`src/rtl/pintador_grid.sv`:
```
// pintador_grid: splits the active VGA area into a COLS x ROWS grid of colour
// registers and highlights one selectable tile; fixed 2-cycle pixel latency.
module pintador_grid #(
    parameter int H_RES        = 640,
    parameter int V_RES        = 480,
    parameter int COLS         = 2,
    parameter int ROWS         = 2,
    parameter int BLINK_FRAMES = 30,
    parameter int BORDER       = 4
) (
    input  logic        clk,
    input  logic        reset,
    input  logic [9:0]  x,
    input  logic [9:0]  y,
    input  logic        video_on,
    input  logic        frame_start,
    input  logic        wr_en,
    input  logic [3:0]  wr_tile,
    input  logic [23:0] wr_color,
    input  logic        sel_en,
    input  logic [3:0]  sel_tile,
    input  logic [1:0]  mode,
    output logic        wr_err,
    output logic [7:0]  r,
    output logic [7:0]  g,
    output logic [7:0]  b
);

    localparam int TW      = H_RES / COLS;
    localparam int TH      = V_RES / ROWS;
    localparam int NT      = COLS * ROWS;
    localparam int LAST_TW = H_RES - (COLS - 1) * TW;
    localparam int LAST_TH = V_RES - (ROWS - 1) * TH;
    localparam int CW      = (BLINK_FRAMES > 1) ? $clog2(BLINK_FRAMES) : 1;

    logic [1:0]    col_c;
    logic [1:0]    row_c;
    logic [3:0]    tile_c;
    logic [9:0]    xoff_c;
    logic [9:0]    yoff_c;
    logic          valid_c;

    logic [1:0]    s1_col;
    logic [1:0]    s1_row;
    logic [3:0]    s1_tile;
    logic [9:0]    s1_xoff;
    logic [9:0]    s1_yoff;
    logic          s1_valid;

    logic [23:0]   color_table [16];
    logic [3:0]    active_tile;
    logic [CW-1:0] blink_cnt;
    logic          blink_phase;
    logic          wr_bad;
    logic          sel_bad;

    logic [23:0]   tile_color;
    logic [9:0]    tile_w;
    logic [9:0]    tile_h;
    logic          near_edge;
    logic          is_active;
    logic [23:0]   pixel_c;

    // Tile location by comparison against fixed boundaries; the last
    // column/row absorbs any remainder pixels.
    always_comb begin
        col_c  = '0;
        xoff_c = x;
        for (int c = 1; c < COLS; c++) begin
            if (x >= 10'(c * TW)) begin
                col_c  = 2'(c);
                xoff_c = x - 10'(c * TW);
            end
        end
        row_c  = '0;
        yoff_c = y;
        for (int rr = 1; rr < ROWS; rr++) begin
            if (y >= 10'(rr * TH)) begin
                row_c  = 2'(rr);
                yoff_c = y - 10'(rr * TH);
            end
        end
        tile_c  = 4'(row_c) * 4'(COLS) + 4'(col_c);
        valid_c = video_on && ({1'b0, x} < 11'(H_RES)) && ({1'b0, y} < 11'(V_RES));
        wr_bad  = wr_en && ({1'b0, wr_tile} >= 5'(NT));
        sel_bad = sel_en && ({1'b0, sel_tile} >= 5'(NT));
    end

    always_ff @(posedge clk) begin
        if (!reset) begin
            s1_col   <= '0;
            s1_row   <= '0;
            s1_tile  <= '0;
            s1_xoff  <= '0;
            s1_yoff  <= '0;
            s1_valid <= 1'b0;
        end else begin
            s1_col   <= col_c;
            s1_row   <= row_c;
            s1_tile  <= tile_c;
            s1_xoff  <= xoff_c;
            s1_yoff  <= yoff_c;
            s1_valid <= valid_c;
        end
    end

    // Stage 2 reads the table as it was before this edge, so a same-edge
    // write is only visible to the following pixel.
    always_comb begin
        tile_color = color_table[s1_tile];
        tile_w     = (s1_col == 2'(COLS - 1)) ? 10'(LAST_TW) : 10'(TW);
        tile_h     = (s1_row == 2'(ROWS - 1)) ? 10'(LAST_TH) : 10'(TH);
        near_edge  = ({1'b0, s1_xoff} < 11'(BORDER)) ||
                     ({1'b0, s1_xoff} + 11'(BORDER) >= {1'b0, tile_w}) ||
                     ({1'b0, s1_yoff} < 11'(BORDER)) ||
                     ({1'b0, s1_yoff} + 11'(BORDER) >= {1'b0, tile_h});
        is_active  = (s1_tile == active_tile);
        pixel_c    = tile_color;
        case (mode)
            2'd0: pixel_c = tile_color;
            2'd1: pixel_c = is_active ? tile_color : 24'h000000;
            2'd2: pixel_c = (is_active && blink_phase) ? ~tile_color : tile_color;
            2'd3: pixel_c = (is_active && near_edge) ? 24'hFFFFFF : tile_color;
        endcase
        if (!s1_valid) begin
            pixel_c = 24'h000000;
        end
    end

    always_ff @(posedge clk) begin
        if (!reset) begin
            r <= '0;
            g <= '0;
            b <= '0;
        end else begin
            r <= pixel_c[23:16];
            g <= pixel_c[15:8];
            b <= pixel_c[7:0];
        end
    end

    always_ff @(posedge clk) begin
        if (!reset) begin
            for (int i = 0; i < 16; i++) begin
                color_table[i] <= '0;
            end
        end else if (wr_en && !wr_bad) begin
            color_table[wr_tile] <= wr_color;
        end
    end

    // Blink phase toggles once every BLINK_FRAMES frame_start pulses.
    always_ff @(posedge clk) begin
        if (!reset) begin
            active_tile <= '0;
            wr_err      <= 1'b0;
            blink_cnt   <= '0;
            blink_phase <= 1'b0;
        end else begin
            if (sel_en && !sel_bad) begin
                active_tile <= sel_tile;
            end
            if (wr_bad || sel_bad) begin
                wr_err <= 1'b1;
            end
            if (frame_start) begin
                if (blink_cnt == CW'(BLINK_FRAMES - 1)) begin
                    blink_cnt   <= '0;
                    blink_phase <= ~blink_phase;
                end else begin
                    blink_cnt <= blink_cnt + 1'b1;
                end
            end
        end
    end

endmodule

```
`config.mk`:
```
export PLATFORM = sky130hd
export DESIGN_NAME = pintador_grid
export DESIGN_NICKNAME = d
export VERILOG_FILES = /design/src/rtl/pintador_grid.sv
export SDC_FILE = /design/constraint.sdc
export NUM_CORES = 1
export LEC_CHECK = 0
export CAP_MARGIN = 0
export CELL_PAD_IN_SITES_DETAIL_PLACEMENT = 1
export CELL_PAD_IN_SITES_GLOBAL_PLACEMENT = 2
export CORE_MARGIN = 2
export CORE_UTILIZATION = 42
export CTS_BUF_LIST = sky130_fd_sc_hd__clkbuf_2 sky130_fd_sc_hd__clkbuf_4 sky130_fd_sc_hd__clkbuf_8
export DETAILED_ROUTE_END_ITERATION = 8
export PLACE_DENSITY_LB_ADDON = 0.3
export SLEW_MARGIN = 40
export SYNTH_ARGS = -nofsm -noshare
export SYNTH_HDL_FRONTEND = slang
export SYNTH_SLANG_ARGS = --single-unit
```
`constraint.sdc`:
```
create_clock -name clk -period 8.9 [get_ports clk]
set_input_delay 1.78 -clock clk [delete_from_list [all_inputs] [get_ports clk]]
set_output_delay 1.78 -clock clk [all_outputs]
set_load 0.05 [all_outputs]
```
==> results of run 1 <==
power by group:
group | internal [mW] | switching (mW)
Clock | 0.227 | 0.275
Combinational | 0.0762 | 0.0884
Sequential | 0.773 | 0.0116
Total | 1.08 | 0.375
cells in the mapped netlist (2+ instances only):
master,n
edfxtp_1,96
and2_1,85
dfxtp_1,54
and3_1,30
a21oi_1,27
clkbuf_1,24
mux4_2,24
nand3_1,21
mux2i_1,17
nand2_1,17
o31ai_1,16
nor2_1,14
a21o_1,7
buf_2,7
xor2_1,7
o21ai_0,6
xnor2_1,6
ha_1,5
nand4_1,5
inv_1,4
nand2b_1,4
nor3_1,4
a21boi_0,3
a211oi_1,2
a41oi_1,2
buf_6,2
nand4b_1,2
nor2b_1,2
nor4_1,2
kinds of logic after synthesis:
family                     Yosys count
xor gates and xnor gates            14
muxes                               41
AOI/OAI and AO/OA                   68
DFF                                150
buffers and inverters               38
adders and majority gates            5
and+or+nand+nor                    195
worst reg2reg max path: stages (launching register included):
cell and delay [ns]:
dfxtp_1 0.31, buf_4 0.44, xor2_1 0.27, nor4b_4 0.29, buf_4 0.32, nand2_1 0.36
mux2i_1 0.27, o31ai_1 0.10
routing by layer:
layer  vias up  global-route usage (%)
met3        21                   4.253
met4         0                   7.211
met5         -                       0
met2       117                   33.08
li1       2040                       -
met1      2087                   25.09
final timing paths:
check	start	slack, ns	depth (start not counted)	end
worst max-delay path	reset	4.62	7	color_table[0][8]
worst min-delay path	wr_err	0.48	1	wr_err
worst max register to register	s1_tile[0]	6.39	7	r[0]
worst min register to register	wr_err	0.48	1	wr_err
cell usage in the layout, fill, tap and decap left out, drive strengths merged, types with 3 or more instances in the layout:
master,instances
ha,5
clkbuf,17
nand2,18
buf,10
mux2i,17
a21o,7
nand3,21
nand4,5
nor4,3
a21boi,3
clkdlybuf4s50,81
edfxtp,96
o21ai,6
inv,9
and2,85
clkinv,7
xnor2,6
mux4,24
nor2,14
o31ai,17
nor3,4
a21oi,27
xor2,8
dfxtp,54
and3,30
nand2b,4
registers in the layout, summed over array words and instances, names as in the netlist, 2 cells and up:
name / count
active_tile: 4
b: 8
s1_tile: 2
color_table: 96
g: 8
blink_cnt: 5
s1_yoff: 8
s1_xoff: 8
r: 8
stage by stage:
stage          instances  setup slack, ns
2_1_floorplan        511            4.601
3_3_place_gp         778            3.663
3_5_place_dp         779            4.062
4_1_cts              811            4.556
5_1_grt              811            4.436
6_report             811            4.615
layout make-up:
class	instances	area (um^2)	share of cell area, %
Sequential cell	150	3964	49.25
Tap cell	211	264.0	3.280
Clock inverter	15	147.6	1.835
Inverter	4	15.01	0.1866
Timing Repair Buffer	91	887.1	11.02
Multi-Input combinational cell	323	2536	31.51
Clock buffer	17	234.0	2.907
==> flow_summary.yaml, run 1 <==
logic_synthesis:
  async_flop_share_pct: 0
  synth.area.mux_share_pct: 10.73
  syn_inst: 511
  avgSynthCellArea_um2: 12.96
  synth_area_leaders: "edfxtp_1 (44%), dfxtp_1 (16%), mux4_2 (8.2%)"
  synth_top_area_share_pct: 43.54
  ys_types: 45
  syn-num-nets: 576
  synthAdderAreaFrac_pct: 0.9448
  synth-seq-cells: 150
  ys_warn_count: 0
  synth_top_family_by_area: "simple AND/OR/NAND/NOR gates"
  synth_xor_area_share_pct: 1.965
  synth_edf_count: 96
  ys_seq_area_share_pct: 59.86
  yosys.area_share.simple_pct: 17.37
  synth_compound_area_share_pct: 6.614
  synth_ff_type: "edfxtp_1"
  synth_top_cell_by_area: "edfxtp_1"
  netlist_area_um2: 6621
clock_network:
  clk_pin_slew_ns: 0.08
  cts_tree: "done"
  cts_hold_buffers: 0
  clock-sinks: 150
  post_cts_buffers: 0
  clk_latency_ns: 0.46
  cts_made_buffers: 17
  clockRootBuffer: "clkbuf_8"
  cts_max_path_buffers: 2
  cts_resized: 0
  htreeDepth: 4
detailed_routing:
  wl_met3_um: 681
  drtIter0Drc: 364
  ant_nets: 0
  top_layer: "met4"
  m1WireLength_mm: 6.701
  wl_per_cell_um: 18.70
  wl_met2_mm: 7.536
  drt-vias-per-instance: 5.259
  remaining_drc_errors: 0
  wl_mm: 15.17
  dr.pass1.iters: 5
  vias: 4265
placed_design:
  dpl.hpwl_mm: 10.30
  dpl_cell_area_um2: 7664
  port-buffer-count: 82
  place_congestion: 0.7235
timing:
  tightest_slew_ns: 0.6600
  hold_viol_final: 0
  setup_viol: 0
  finalCritPeriodShare_pct: 48.14
  fin_crit_ns: 4.285
  holdWs_ns: 0.4761
  clock.fmax_mhz: 233.4
  slew-limit-headroom_pct: 55.84
  clock_skew_ns: 0.01174
  rsz0062_at_grt: "no"
  fin_tns_setup_ns: 0
  slew_violations: 0
floorplan:
  dieArea_um2: 16790
  design.core.area_um2: 15310
  start_util_pct: 43.24
  rows: 45
  io_pins: 85
  die-width_um: 129.6
  die_y_um: 129.6
grt:
  grt_pass1_wl_mm: 24.43
  grt_start_max_net_pins: 38
  grt_pass1_vias: 4603
  grt.total_usage_pct: 19.65
  grt.overflow.total: 0
  antenna_found_initial: 0
power:
  power_mw: 1.451
  p_per_area_nw_per_um2: 180.3
  irDropWorstVdd_mv: 0.09897
  leakagePower_nw: 2.992
critical_path:
  path_cells: "clkdlybuf4s50_1, buf_4, nand3_1, nor3_4, buf_6, nand2b_1, buf_4"
  worstSetupStartpointType: "input port"
  critPathSlowestCell: "nand2b_1"
  crit_type: "input port to flip-flop"
  crit_path_max_incr_delay_ns: 0.53
  path_delay_family: "buffers and inverters"
  end_kind: "flip-flop"
  crit_buf_inv: 4
  crit_path_frequent_cell: "buf_4"
  crit_fanout: 30
  cp.arrival_ns: 4.44
  required_ns: 9.05
finish:
  n_antenna_cell: 0
  drive_above_1_share_pct: 13.00
  nNetsFinal: 652
  area_growth_pct: 21.54
  fin_util_pct: 52.55
  num-fill-cells: 1567
  finalInstanceArea_um2: 8048
run_status:
  status: "finished clean"
hold_path:
  worstHoldPathType: "flip-flop to flip-flop"
flow_run:
  max-cap-violations: 0
Note: power is estimated with default switching activity, not from simulation.
==> run 2, diff against run 1 <==
--- a/config.mk
+++ b/config.mk
@@ -9,7 +9,7 @@
 export CELL_PAD_IN_SITES_DETAIL_PLACEMENT = 1
 export CELL_PAD_IN_SITES_GLOBAL_PLACEMENT = 2
 export CORE_MARGIN = 2
-export CORE_UTILIZATION = 42
+export CORE_UTILIZATION = 39
 export CTS_BUF_LIST = sky130_fd_sc_hd__clkbuf_2 sky130_fd_sc_hd__clkbuf_4 sky130_fd_sc_hd__clkbuf_8
 export DETAILED_ROUTE_END_ITERATION = 8
 export PLACE_DENSITY_LB_ADDON = 0.3
==> constraint.sdc (replaced) <==
create_clock -name clk -period 4.47 [get_ports clk]
set_input_delay 0.894 -clock clk [delete_from_list [all_inputs] [get_ports clk]]
set_output_delay 0.894 -clock clk [all_outputs]
set_load 0.05 [all_outputs]
==> run 2 against run 1 <==
Hold slack lost 0.0036 ns. Largest power group unchanged. Highest routed layer unchanged. Sequential power grew 99%. Wire length grew 0.24%.
==> flow_summary.yaml, run 2 (synthesis gave the netlist of run 1 again) <==
critical_path:
  crit_fanout: 32
  r2r_cells: 6
  r2r_setup_slack_ns: 2.01
  critPathSlowestCell: "clkdlybuf4s50_1"
  r2r-end: "g[1]"
  crit_path_max_incr_delay_ns: 0.55
  end_kind: "flip-flop"
  path_cells: "clkdlybuf4s50_1, nand2b_1, nor4b_4, buf_4, nand2_1, mux2i_1, o31ai_1"
  r2r_start: "s1_tile[0]"
  cp-startpoint: "mode[0]"
  required_ns: 4.77
  cp.arrival_ns: 3.03
  worstSetupStartpointType: "input port"
  crit_type: "input port to flip-flop"
clock_network:
  cts_made_buffers: 17
  cts_hold_buffers: 0
  clk_latency_ns: 0.46
  clk_pin_slew_ns: 0.08
  post_cts_buffers: 0
  cts_tree: "done"
  cts_resized: 0
  clock-sinks: 150
  clockRootBuffer: "clkbuf_8"
  cts_max_path_buffers: 2
  htreeDepth: 4
power:
  p_int_mw: 2.425
  p_seq_share_pct: 50.0
  power_mw: 3.128
  leakagePower_nw: 3.073
  switching_share_pct: 22.47
  p_sw_mw: 0.7030
  clockPowerShare_pct: 39.6
  irDropWorstVdd_mv: 0.1941
  p_per_area_nw_per_um2: 382.2
  combPwrFrac_pct: 10.4
placed_design:
  port-buffer-count: 82
  place_congestion: 0.7219
  dpl_cell_area_um2: 7710
  dpl.hpwl_mm: 9.946
grt:
  grt.overflow.total: 0
  grt_pass1_vias: 4616
  antenna_found_initial: 0
  grt_start_max_net_pins: 33
  grt.total_usage_pct: 17.84
  grt_pass1_wl_mm: 24.21
finish:
  multi_input_area_um2: 2509
  final_cell_mix: "edfxtp_1 (96), and2_1 (85), clkdlybuf4s50_1 (82)"
  area_growth_pct: 23.62
  largest_register_ffs: 96
  n_antenna_cell: 0
  num-fill-cells: 1723
  max_flop_register: "color_table"
  nNetsFinal: 658
  drive_above_1_share_pct: 12.87
  final_common_cell: "edfxtp_1"
  seqCellArea_um2: 3965
  finalInstanceArea_um2: 8185
hold_path:
  hp-start: "wr_err"
  whs_endpoint: "wr_err"
  worstHoldPathType: "flip-flop to flip-flop"
  holdPathStages: 1
detailed_routing:
  dr.pass1.iters: 4
  wl_met3_um: 765
  drt-vias-per-instance: 5.223
  top_layer: "met4"
  m1WireLength_mm: 6.462
  remaining_drc_errors: 0
  ant_nets: 0
  vias: 4314
  drtIter0Drc: 226
  wl_mm: 15.21
  wl_met2_mm: 7.739
  wl_per_cell_um: 18.41
floorplan:
  start_util_pct: 39.93
  rows: 47
  dieArea_um2: 18040
  die_y_um: 134.3
  design.core.area_um2: 16580
  io_pins: 85
  die-width_um: 134.3
timing:
  fin_crit_ns: 2.727
  slew_violations: 0
  clock_skew_ns: 0.01016
  finalCritPeriodShare_pct: 61.01
  slew-limit-headroom_pct: 53.90
  hold_viol_final: 0
  rsz0062_at_grt: "no"
  setup_viol: 0
  clock.fmax_mhz: 366.7
  fin_tns_setup_ns: 0
  holdWs_ns: 0.4726
  tightest_slew_ns: 0.6898
run_status:
  status: "finished clean"
flow_run:
  max-cap-violations: 0
-- run 2: worst max path at each step --
stage / end / slack (ns) / cells after the start
final: g[1] / 1.74 / 7
after global placement: g[1] / 1.38 / 7
after detailed placement: g[3] / 1.26 / 7
after CTS: r[0] / 1.73 / 7
after floorplan: color_table[1][0] / 1.06 / 3
after global routing: r[0] / 1.56 / 7
-- run 2: area by class of cell --
cell class | instances | area share [%]
sequential | 150 | 48.44
multi-input combinational | 323 | 30.65
timing repair buffer | 97 | 11.56
inverter | 4 | 0.1834
clock buffer | 19 | 3.042
tap | 220 | 3.363
clock inverter | 13 | 2.767
-- run 2: power by group through the flow --
stage	registers, mW	logic [mW]	clock network (mW)
after CTS	1.56	0.331	1.26
after global routing	1.57	0.356	1.31
after global placement	1.59	0.321	0
final	1.56	0.326	1.24
after floorplan	1.60	0.185	0
after detailed placement	1.60	0.328	0
-- run 2: stage by stage --
stage,setup slack [ns],instances,util [%]
finish,1.743,826,49.36
global route,1.561,826,49.36
CTS,1.726,826,49.36
detailed placement,1.261,794,46.49
global placement,1.384,794,46.48
floorplan,1.057,511,-
-- run 2: critical path, delay by kind of cell --
kind | cells | cell delay, ns
buf+inv | 2 | 0.89
compound gates | 1 | 0.10
simple gates | 3 | 0.85
mux | 1 | 0.28
-- run 2: metal layers --
layer	vias to the layer above	global-route usage, %
met2	113	30.64
met4	0	7.018
met1	2129	22.33
met3	19	3.326
met5	-	0
li1	2053	-
==> run 3, diff against run 2 <==
--- a/config.mk
+++ b/config.mk
@@ -9,7 +9,7 @@
 export CELL_PAD_IN_SITES_DETAIL_PLACEMENT = 1
 export CELL_PAD_IN_SITES_GLOBAL_PLACEMENT = 2
 export CORE_MARGIN = 2
-export CORE_UTILIZATION = 39
+export CORE_UTILIZATION = 35
 export CTS_BUF_LIST = sky130_fd_sc_hd__clkbuf_2 sky130_fd_sc_hd__clkbuf_4 sky130_fd_sc_hd__clkbuf_8
 export DETAILED_ROUTE_END_ITERATION = 8
 export PLACE_DENSITY_LB_ADDON = 0.3
==> constraint.sdc (replaced) <==
create_clock -name clk -period 2.3 [get_ports clk]
set_input_delay 0.46 -clock clk [delete_from_list [all_inputs] [get_ports clk]]
set_output_delay 0.46 -clock clk [all_outputs]
set_load 0.05 [all_outputs]
==> run 3 against run 2 <==
First-iteration DRC count is 11% lower. Critical endpoint is now wr_err. Utilization is 4.9 points lower. Via count is 0.88% higher. Clock skew is 0.0030 ns lower. Critical path type is now flip-flop to primary output. Non-clock buffer count is 12 higher. Design area is 1.3% higher. Worst setup slack worse by 1.5 ns. Register-to-register slack worse by 1.7 ns.
==> flow_summary.yaml, run 3 (synthesis gave the netlist of run 1 again) <==
floorplan:
  start_util_pct: 35.52
  design.core.area_um2: 18640
  die_y_um: 141.5
  io_pins: 85
  rows: 50
  die-width_um: 141.5
  dieArea_um2: 20040
detailed_routing:
  drtIter0Drc: 202
  remaining_drc_errors: 0
  dr.pass1.iters: 4
  drt-vias-per-instance: 5.108
  vias: 4352
  wl_mm: 15.90
  wl_per_cell_um: 18.66
  ant_nets: 0
finish:
  max_flop_register: "color_table"
  largest_register_ffs: 96
  stdcell_count: 852
  area_growth_pct: 25.25
  seqCellArea_um2: 3964
  fin_util_pct: 44.48
  multi_input_area_um2: 2509
  num-fill-cells: 1945
  n_antenna_cell: 0
  final_common_cell: "edfxtp_1"
  drive_above_1_share_pct: 14.40
  final_cell_mix: "edfxtp_1 (96), and2_1 (85), clkdlybuf4s50_1 (82)"
  nNetsFinal: 670
timing:
  rsz0062_at_grt: "no"
  fin_crit_ns: 2.056
  finalCritPeriodShare_pct: 89.41
  slew-limit-headroom_pct: 61.43
  clock.fmax_mhz: 486.3
  holdWs_ns: 0.4869
  clock_skew_ns: 0.007153
  tightest_slew_ns: 0.5772
  fin_tns_setup_ns: 0
  setup_viol: 0
  slew_violations: 0
  hold_viol_final: 0
critical_path:
  r2r_cells: 6
  worstSetupStartpointType: "flip-flop"
  required_ns: 1.84
  crit_type: "flip-flop to primary output"
  cp-startpoint: "wr_err"
  crit_buf_inv: 1
  crit_path_max_incr_delay_ns: 0.81
  r2r_setup_slack_ns: 0.29
  critPathSlowestCell: "clkdlybuf4s50_1"
  cp.arrival_ns: 1.60
  crit_fanout: 2
  path_cells: "clkdlybuf4s50_1"
  r2r_start: "s1_xoff[8]"
  r2r-end: "g[1]"
  cp_num_cells: 1
  path_delay_family: "buffers and inverters"
  end_kind: "primary output"
  endpoint: "wr_err"
power:
  clockPowerShare_pct: 35.7
  p_int_mw: 4.385
  switching_share_pct: 24.00
  p_sw_mw: 1.385
  combPwrFrac_pct: 11.8
  leakagePower_nw: 3.107
  irDropWorstVdd_mv: 0.3372
  p_seq_share_pct: 52.5
  p_per_area_nw_per_um2: 695.7
  power_mw: 5.769
hold_path:
  hp-start: "wr_err"
  worstHoldPathType: "flip-flop to flip-flop"
clock_network:
  clk_pin_slew_ns: 0.07
  clockRootBuffer: "clkbuf_8"
  cts_made_buffers: 17
  cts_hold_buffers: 0
  clock-sinks: 150
  cts_resized: 0
  post_cts_buffers: 0
  htreeDepth: 4
  clk_latency_ns: 0.45
  cts_tree: "done"
  cts_max_path_buffers: 2
flow_run:
  max-cap-violations: 0
placed_design:
  place_congestion: 0.7214
  place_inst: 820
  dpl.hpwl_mm: 10.44
  port-buffer-count: 82
grt:
  grt_pass1_wl_mm: 25.10
  grt.total_usage_pct: 16.76
  grt_start_max_net_pins: 33
  grt_pass1_vias: 4635
  antenna_found_initial: 0
  grt.overflow.total: 0
run_status:
  status: "finished clean"
-- run 3: cell types whose count changed in the layout (fill, tap and decap cells not counted), sizes merged --
cell	before	now
clkbuf	19	18
bufinv	6	3
clkinvlp	1	5
inv	6	4
clkinv	4	6
buf	15	27
-- run 3: power by group through the flow --
stage,clock network (mW),registers (mW),logic (mW)
2_1_floorplan,0,3.11,0.360
3_3_place_gp,0,3.08,0.667
3_5_place_dp,0,3.10,0.687
4_1_cts,2.10,3.03,0.689
5_1_grt,2.21,3.05,0.737
6_report,2.06,3.03,0.681
-- run 3: area by class of cell --
type                    instances  area share, %
flip-flops and latches        150          47.80
multi-input cells             323          30.25
repair buffers                109          13.40
well taps                     234          3.530
clock buffers                  18          2.912
clock inverters                14          1.931
inverters                       4         0.1811
-- run 3: worst min path at each step --
stage                           endpoint  depth (start not counted)  slack, ns
final                             wr_err                          1       0.49
after global routing              wr_err                          1       0.51
after detailed placement          wr_err                          1       0.48
after CTS                         wr_err                          1       0.50
after floorplan           active_tile[0]                          2       0.46
after global placement            wr_err                          1       0.45
-- run 3: per-layer routing --
metal  vias up  share of wire, %  routed length, um  global-route usage, %
met5         -                 0                  0                      0
met4         0               1.4                217                  6.158
met3        16               3.1                498                  3.442
met2        76                50               7927                  28.16
met1      2188                46               7258                  21.53
li1       2072                 -                  -                      -
-- run 3: per-stage QoR --
step / area [um^2] / setup WS [ns]
after CTS: 8293 / 0.2085
after floorplan: 6625 / 0.2014
after global placement: 7891 / -0.1215
final: 8293 / 0.2436
after global routing: 8293 / 0.1927
after detailed placement: 7891 / -0.1445
